==> config.mk <==
export PLATFORM = sky130hd
export DESIGN_NAME = ovf_event_monitor
export DESIGN_NICKNAME = d
export VERILOG_FILES = /design/src/rtl/ovf_mon_pkg.sv /design/src/rtl/ovf_event_monitor_rise_detect.sv /design/src/rtl/ovf_event_monitor.sv
export SDC_FILE = /design/constraint.sdc
export NUM_CORES = 1
export LEC_CHECK = 0
export ABC_AREA = 1
export CORE_MARGIN = 4
export CORE_UTILIZATION = 55
export CTS_CLUSTER_SIZE = 30
export DETAILED_ROUTE_END_ITERATION = 16
export HOLD_SLACK_MARGIN = 0.12
export PLACE_DENSITY = 0.82
export SLEW_MARGIN = 20
export SYNTH_ARGS = -nofsm -noshare
export SYNTH_HDL_FRONTEND = slang
export SYNTH_SLANG_ARGS = --single-unit
==> constraint.sdc <==
create_clock -name clk -period 2.56 [get_ports clk]
set_input_delay 0.64 -clock clk [delete_from_list [all_inputs] [get_ports clk]]
set_output_delay 0.64 -clock clk [all_outputs]
set_load 0.02 [all_outputs]
==> src/rtl/ovf_mon_pkg.sv <==
// Shared types and helpers for the overflow event monitor.
package ovf_mon_pkg;

  typedef enum logic {IDLE, RUN} run_state_t;
  typedef enum logic {EMPTY, FULL} rpt_state_t;

  localparam int DEF_CNT_W  = 8;
  localparam int DEF_WINDOW = 256;

  typedef struct packed {
    logic [31:0] sum;
    logic        sat;
  } sat_res_t;

  // sat flags an increment that arrived while val was already at maxVal
  function automatic sat_res_t sat_inc(input logic [31:0] val, input logic inc,
                                       input logic [31:0] maxVal);
    sat_res_t r;
    r.sum = val;
    r.sat = 1'b0;
    if (inc) begin
      if (val >= maxVal) r.sat = 1'b1;
      else               r.sum = val + 32'd1;
    end
    return r;
  endfunction

endpackage

==> src/rtl/ovf_event_monitor_rise_detect.sv <==
// Rising-edge detector for the upstream overflow level; samples every cycle.
module rise_detect (
  input  logic clk,
  input  logic rst_n,
  input  logic d,
  output logic rise
);

  logic ovf_q;

  always_ff @(posedge clk or negedge rst_n) begin
    if (!rst_n) ovf_q <= 1'b0;
    else        ovf_q <= d;
  end

  assign rise = d & ~ovf_q;

endmodule

==> src/rtl/ovf_event_monitor.sv <==
// Counts overflow rising edges per window of enabled cycles and offers a
// one-deep report register plus a threshold alarm at every window close.
module ovf_event_monitor
  import ovf_mon_pkg::*;
#(
  parameter int CNT_W  = DEF_CNT_W,
  parameter int WINDOW = DEF_WINDOW
) (
  input  logic             clk,
  input  logic             rst_n,
  input  logic             en,
  input  logic             overflow,
  input  logic [CNT_W-1:0] thresh,
  input  logic             rpt_ready,
  output logic             rpt_valid,
  output logic [CNT_W-1:0] rpt_count,
  output logic             rpt_sat,
  output logic             rpt_drop,
  output logic             alarm
);

  localparam logic [31:0] CNT_MAX   = (32'd1 << CNT_W) - 32'd1;
  localparam logic [15:0] LAST_TICK = 16'(WINDOW - 1);

  logic             evt;
  run_state_t       runState;
  logic [15:0]      timer_q, timer_d;
  logic [CNT_W-1:0] evtCnt_q, evtCnt_d;
  logic             sat_q, sat_d;
  sat_res_t         incRes;
  logic [CNT_W-1:0] snapCnt;
  logic             snapSat;
  logic             closeNow;
  logic             handshake;

  rpt_state_t       rptState_q;
  logic [CNT_W-1:0] rptCount_q;
  logic             rptSat_q;
  logic             rptDrop_q;
  logic             alarm_q;

  rise_detect uRise (
    .clk  (clk),
    .rst_n(rst_n),
    .d    (overflow),
    .rise (evt)
  );

  // Run mode follows en directly, so a paused window resumes with no lost or extra cycles.
  assign runState = en ? RUN : IDLE;

  always_comb begin
    incRes   = sat_inc(32'(evtCnt_q), evt, CNT_MAX);
    snapCnt  = CNT_W'(incRes);
    snapCnt  = CNT_W'(incRes.sum);
    snapSat  = sat_q | incRes.sat;
    closeNow = (runState == RUN) && (timer_q == LAST_TICK);
    timer_d  = timer_q;
    evtCnt_d = evtCnt_q;
    sat_d    = sat_q;
    if (runState == RUN) begin
      if (closeNow) begin
        timer_d  = '0;
        evtCnt_d = '0;
        sat_d    = 1'b0;
      end else begin
        timer_d  = timer_q + 16'd1;
        evtCnt_d = snapCnt;
        sat_d    = snapSat;
      end
    end
  end

  always_ff @(posedge clk or negedge rst_n) begin
    if (!rst_n) begin
      timer_q  <= '0;
      evtCnt_q <= '0;
      sat_q    <= 1'b0;
    end else begin
      timer_q  <= timer_d;
      evtCnt_q <= evtCnt_d;
      sat_q    <= sat_d;
    end
  end

  assign handshake = (rptState_q == FULL) && rpt_ready;

  // A close during a handshake refills the register in the same cycle; otherwise a busy register drops it.
  always_ff @(posedge clk or negedge rst_n) begin
    if (!rst_n) begin
      rptState_q <= EMPTY;
      rptCount_q <= '0;
      rptSat_q   <= 1'b0;
      rptDrop_q  <= 1'b0;
      alarm_q    <= 1'b0;
    end else begin
      rptDrop_q <= 1'b0;
      if (closeNow) begin
        alarm_q <= (thresh != '0) && (snapCnt >= thresh);
        if ((rptState_q == EMPTY) || handshake) begin
          rptCount_q <= snapCnt;
          rptSat_q   <= snapSat;
          rptState_q <= FULL;
        end else begin
          rptDrop_q <= 1'b1;
        end
      end else if (handshake) begin
        rptState_q <= EMPTY;
      end
    end
  end

  assign rpt_valid = (rptState_q == FULL);
  assign rpt_count = rptCount_q;
  assign rpt_sat   = rptSat_q;
  assign rpt_drop  = rptDrop_q;
  assign alarm     = alarm_q;

endmodule

# Yosys cells after proc, flatten, opt, wreduce, memory -nomap -nowiden
# Index checks and enable logic that the tools add are counted.
# word_totals
reg_bits,38
input_bits,13
output_inout_bits,12
elab_cells,39
# op_classes
add_sub_neg,2
n_lt_le_gt_ge,2
n_eq_ne,2
n_mux,12
bitwise_logic,4
reduce_logical,8
# ops
operator,n
16-bit by 1-bit adder with 16-bit output (second input constant),1
16-bit by 8-bit == test with 1-bit output (second input constant),1
16-bit two-way mux,1
8-bit two-way mux,2
9-bit two-way mux,1
8-bit by 1-bit adder with 8-bit output (second input constant),1
8-bit greater-or-equal comparator,1
8-bit greater-or-equal comparator (second input constant),1
1-bit two-way mux,8
8-bit nonzero test,1
2-bit AND reduction,2
1-bit logical AND,3
2-bit by 1-bit != test with 1-bit output (second input constant),1
1-bit inverter,2
2-bit nonzero test,1
1-bit AND,1
1-bit logical OR,1
1-bit OR,1

# Logic depth before layout (Yosys ltp)
# Gate-level depths: netlist of run 1.
# depth
word_depth,5
mapped_depth,18
depth_no_buf,18

# Cells and area by module
# Synthesis of run 1 repeated with hierarchy kept, for this count alone.
# hier_totals
hier_cells,306
area_unflattened_um2,2240.9
# modules_own_cells
module,n_inst,cells_each,area_per_inst_um2,seq_area_each_um2
ovf_event_monitor,1,303,2205.9,925.9
rise_detect,1,3,35.0,25.0

# Least setup slack after synthesis of run 1
# No wires, ideal clock.
# synth_path
path_kind,input -> register
startpoint,input port overflow
endpoint,"register alarm_q, in the netlist alarm"
setup_time_ps,116
arrival_time_ps,1893
t_required_ps,2444
path_slack_ps,551
cell_stages,13
path_buffers,1
cell_sequence,nand2_1 inv_1 buf_2 nand4_1 nand2_1 inv_1 ha_1 a21oi_1 nor2_1 nor3_1 nand2_1 nand2_1 nand2_1
# synth_rtl
element,line,text
from (decl),ovf_event_monitor.sv:12,"input logic overflow,"
to (signal assigned),ovf_event_monitor.sv:99,alarm_q <= (thresh != '0) && (snapCnt >= thresh);
to (decl),ovf_event_monitor.sv:40,logic alarm_q;

==> reports/qor.txt, run 1 <==
status: finished, final reports clean
Pleak: 1.390 nW
largest net degree at the start of global routing: 39
Clock Sinks: 38
root buffer cell: clkbuf_8
synth cell count leaders: 90 x nand2_1, 50 x inv_1, 38 x dfrtp_1
Post-Place Worst Slack: -70.32 ps
Req. time, crit path: 2740 ps
top post-synthesis cells by area: dfrtp_1 42%, nand2_1 15%, inv_1 8.3%
multiplexer share of the synthesized area: 0%
PortBufs: 24
Site Rows: 23
final period utilization: 90.70%
Post-route DRC: 0
fin. max-slew vios: 0
remaining global-route overflow: 0
Max-cap violations: 0
slew margin rel.: 44.07%
Net Count, Synth: 324
iteration-0 DRC count of the detailed router: 135
Compound-Gate Fraction of Synth Area: 6.767%
Avg WL per Cell: 11.99 um
worst slew pin tran: 838.9 ps
Area Growth Syn to Fin: 19.97%
worst skew pair latency: 290 ps
Cell Pwr Density: 565.4 nW/um^2
core footprint: 3971 sq um
Post-Syn Instances: 301
startpoint types: input port
Routed Antenna Nets: 0
Nets: 363
Post-synth ARST share: 100.0%
Fmax achieved: 0.4307 GHz
initial antenna violation count: 0
Yosys warnings: 0
sequential element share of the synthesized area: 42.15%
Die H: 72.05 um
setup slack after layout: 238.0 ps
H-tree levels: 2
unrepaired setup endpoints after global routing: no
Mapped Area: 2256 sq um
Pre-Repair DR Iteration Count: 5
Synth Area in Adders: 5.546%
io pins: 25
main combinational cell family by area after synthesis: simple AND/OR/NAND/NOR gates
DR vias/cell: 5.066
Reg clk slew, reported paths: 80 ps
CTS tree: done
starting density of the core: 56.81%
mean post-synth cell area: 7.495 sq um
ratio of cells with drive above 1 in the final layout: 10.26%
Setup CP Type: input port to flip-flop
type of the worst min-delay path: input port to async pin
Placed Area: 2611 sq um
Worst Path Max Fanout: 13
first-pass GRT wire length: 8362 um
Primary FF master, synth: dfrtp_1
global placement routability congestion: 0.8437
Synth Area in XOR/XNOR: 3.106%
clk_skew: 6.712 ps
vias in the first global route: 1875
Netlist cell types: 27
Routed WL: 4687 um
endpoints failing hold: 0
total CTS buffers: 5
total number of vias: 1981
final setup vio count: 0
total die area: 5190 sq um
Synth Area in Simple Gates: 32.50%
CTS max path bufs: 2
number of antenna diodes: 0
number of synthesized flops with an enable pin: 0
Synth top area share: 42.15%
Design Area, Final: 2706 sq um
die width: 72.05 um
post-cts hold buffer count: 0
post-DP HPWL: 3403 um
Final Util: 68.15%
min cycle time layout: 2322 ps
peak supply drop: 0.4549 mV
count leader, synth: nand2_1
Synth Register Bits: 38
Setup crit end kind: flip-flop
GR Util All Layers: 20.46%
area leader, netlist: dfrtp_1
Worst Path Arrival: 2500 ps
[worst max-delay path, cell delays in order]
cell and delay [ps]:
clkdlybuf4s50_1 420, nand2_1 130, clkinvlp_4 220, nand3_1 140, nand2_1 50, nand2_1 80
inv_1 50, ha_1 280, a21oi_1 130, nor2_1 50, nor3_1 130, nand2_1 70
nand2_1 60, nand2_1 40
[cells in the final DEF (no fill, tap or decap)]
cell type and count:
nor2_2 1, nand2_2 3, nor2_4 3, o21ai_0 12, ha_1 10, nand3_1 18
clkbuf_8 6, xor2_1 5, a21boi_0 1, xnor2_1 3, nor3_1 4, nand2_1 90
o21ai_2 4, clkinv_1 1, nand3_4 1, clkinv_2 1, a21oi_1 4, buf_2 1
nand2_4 2, buf_4 12, a31oi_1 2, inv_1 49, nor2_1 32, clkdlybuf4s50_1 23
a211oi_1 1, nand3b_1 3, nand4_1 7, dfrtp_1 38, clkinvlp_4 1, clkbuf_1 1
o21ai_1 2
[state kept, by name, summed over array words and instances (netlist names)]
name         count
rpt_drop         1
alarm            1
rpt_count        8
rpt_sat          1
rpt_valid        1
sat_q            1
evtCnt_q         8
timer_q         16
uRise.ovf_q      1
[routing by layer]
metal / GRT usage (%) / part of all wire [%] / vias to the layer above
met5: 0 / 0 / -
met4: 5.428 / 1.3 / 0
met3: 4.155 / 4.4 / 5
met2: 31.02 / 43 / 44
met1: 29.97 / 51 / 917
li1: - / - / 1015
[final cells by class]
cell class | instances | area (sq um)
clock buffers | 7 | 86.33
inverters | 51 | 195.2
well taps | 50 | 62.56
clock inverters | 1 | 5.005
repair buffers | 36 | 325.3
flip-flops and latches | 38 | 950.9
fillers | 319 | 1265
multi-input cells | 208 | 1081
[final timing paths]
kind                            depth (start not counted)  slack (ps)            to         start
worst max-delay path                                   14         240         alarm      overflow
worst min-delay path                                    1         450   timer_q[10]         rst_n
worst max register to register                         15         360         alarm   evtCnt_q[1]
worst min register to register                          2         480  rpt_count[2]  rpt_count[2]
max in group asynchronous                               1        1580   evtCnt_q[4]         rst_n
min in group clk                                        2         480  rpt_count[2]  rpt_count[2]
[cells by family after synthesis]
| group | after synthesis |
|---|---|
| buffers and inverters | 55 |
| AND/OR/NAND/NOR | 164 |
| adder cells (fa/ha/maj) | 10 |
| XOR/XNOR | 8 |
| flip-flops | 38 |
| AO/OA/AOI/OAI | 26 |
[report_power, final]
part	internal, mW	total (mW)	switching [mW]
logic	0.155	0.359	0.204
clock network	0.217	0.422	0.204
registers	0.670	0.750	0.0798
[through the flow]
step                power, mW  hold slack, ps  TNS (ps)  std cells
detailed placement      1.115           466.8    -70.32        383
global placement        1.104           464.5   -0.6599        383
CTS                     1.540           482.2         0        391
floorplan              0.9956           344.4         0        301
finish                  1.530           450.0         0        391
global route            1.641           493.5         0        391
[what timing repair did]
action,4_1_cts,5_1_grt
setup endpoints to repair,0,1
buffers inserted,0,0
gates resized for setup,0,1
Note: power is estimated with default switching activity, not from simulation.
==> run 2, diff against run 1 <==
Settings changed: CORE_MARGIN 4 to 10, SETUP_SLACK_MARGIN from default to 0.3.
==> run 2 against run 1 <==
Global-route usage is 6.1 points lower. Via count decreased by 1.2%. Flip-flop and latch count unchanged. Cell count up 1.3%. Sequential share of layout area shrank 1.1 points. Die area increased by 36%. Setup slack better by 170 ps. Clock power is 3% higher. Worst hold slack got worse by 4.9 ps. Clock-buffer cell count shrank 1. Core utilization is 2.3 points higher. Largest cell class unchanged. Highest routed layer unchanged.
==> reports/qor.txt, run 2 (same netlist as run 1, synthesis figures left out) <==
fin cells: 396
cells on worst reg2reg path: 15
Most flops, register: timer_q
Design Area, Final: 2798 sq um
Req. time, crit path: 2750 ps
CTS tree: done
Cell Pwr Density: 566.6 nW/um^2
Max-cap violations: 0
Final Util: 70.45%
number of antenna diodes: 0
Filler Cell Count: 321
core footprint: 3971 sq um
Reg-to-Reg Start: evtCnt_q[1]
Avg WL per Cell: 12.57 um
Site Rows: 23
Post-Place Worst Slack: -62.67 ps
unrepaired setup endpoints after global routing: no
ratio of cells with drive above 1 in the final layout: 14.16%
Setup CP Type: flip-flop to flip-flop
Multi-input gate area: 1129 sq um
peak supply drop: 0.4132 mV
total CTS buffers: 5
Worst Path Arrival: 2340 ps
startpoint types: flip-flop
vias in the first global route: 1895
root buffer cell: clkbuf_8
Placed Area: 2604 sq um
die width: 84.05 um
Die H: 84.05 um
global placement routability congestion: 0.8757
Pleak: 1.430 nW
final setup vio count: 0
endpoints failing hold: 0
most frequent cells in the layout: 88 x nand2_1, 49 x inv_1, 37 x dfrtp_1
fin. max-slew vios: 0
setup slack after layout: 406.5 ps
post-cts hold buffer count: 0
Reg clk slew, reported paths: 70 ps
Fmax achieved: 0.4644 GHz
final period utilization: 84.12%
Post-route DRC: 0
starting density of the core: 56.81%
iteration-0 DRC count of the detailed router: 147
type of the worst min-delay path: input port to async pin
first-pass GRT wire length: 8514 um
Worst Path Max Fanout: 7
most common cell after layout, fill and taps aside: nand2_1
status: finished, final reports clean
worst setup path startpoint: evtCnt_q[1]
flop-to-flop setup slack: 410 ps
Nets: 368
Clock Sinks: 38
worst slew pin tran: 857.6 ps
clk_skew: 6.624 ps
Routed Antenna Nets: 0
total number of vias: 1958
PortBufs: 24
FF-to-FF End: alarm
min cycle time layout: 2154 ps
Setup crit end kind: flip-flop
io pins: 25
H-tree levels: 2
setup_tns: 0 ps
Reg area: 952.2 sq um
slew margin rel.: 42.83%
largest net degree at the start of global routing: 39
post-DP HPWL: 3519 um
Routed WL: 4977 um
initial antenna violation count: 0
DR vias/cell: 4.944
remaining global-route overflow: 0
max FFs per register: 16
Post-Place Cells: 382
worst skew pair latency: 290 ps
Area Growth Syn to Fin: 24.02%
Pre-Repair DR Iteration Count: 4
CTS max path bufs: 2
GR Util All Layers: 14.40%
total die area: 7064 sq um
-- run 2: timing repair --
| action | 4_1_cts | 5_1_grt |
|---|---|---|
| gates cloned | 0 | 1 |
| buffers inserted | 0 | 5 |
| endpoints found under the hold margin | 0 | 0 |
| pin swaps | 0 | 3 |
| endpoints found under the setup margin | 1 | 1 |
| gates resized for setup | 2 | 12 |
-- run 2: worst max-delay path by stage --
stage and to:
5_1_grt alarm, 6_report alarm, 4_1_cts alarm, 3_5_place_dp alarm
3_3_place_gp alarm, 2_1_floorplan alarm
-- run 2: routing by layer --
layer	part of all wire, %	vias up	GRT usage (%)	wire length (um)
met3	6.0	6	4.395	298
met2	43	47	21.30	2159
met5	0	-	0	0
met1	49	885	19.15	2449
li1	-	1020	-	-
met4	1.4	0	5.023	70
-- run 2: worst max-delay path, cell delays in order (launching register included) --
cell and delay [ps]:
dfrtp_1 430, ha_4 170, inv_1 60, nor2_4 140, nand2_2 130, nand3_1 110, nand2_1 60, nand2_1 70
inv_1 50, ha_1 280, a21oi_1 130, nor2_1 50, nor3_1 190, nand2_1 80, nand2_1 60, nand2_1 40
-- run 2: cell type report --
type | instances | share of cell area (%)
Clock buffer | 6 | 2.952
Clock inverter | 2 | 0.4472
Inverter | 51 | 6.932
Multi-Input combinational cell | 208 | 40.34
Sequential cell | 38 | 34.03
Tap cell | 50 | 2.236
Timing Repair Buffer | 40 | 12.79
Timing Repair inverter | 1 | 0.2683
-- run 2: power by group --
part | leakage (nW) | internal, mW | switching (mW) | total, mW
Sequential | 0.489 | 0.671 | 0.0810 | 0.752
Clock | 0.0472 | 0.216 | 0.219 | 0.435
Combinational | 0.893 | 0.176 | 0.222 | 0.398
Total | 1.43 | 1.06 | 0.522 | 1.59
-- run 2: through the flow --
stage          total power, mW  hold WS (ps)
5_1_grt                  1.692         494.2
3_3_place_gp             1.103         463.5
2_1_floorplan           0.9956         344.4
4_1_cts                  1.560         484.4
3_5_place_dp             1.117         468.5
6_report                 1.585         445.0
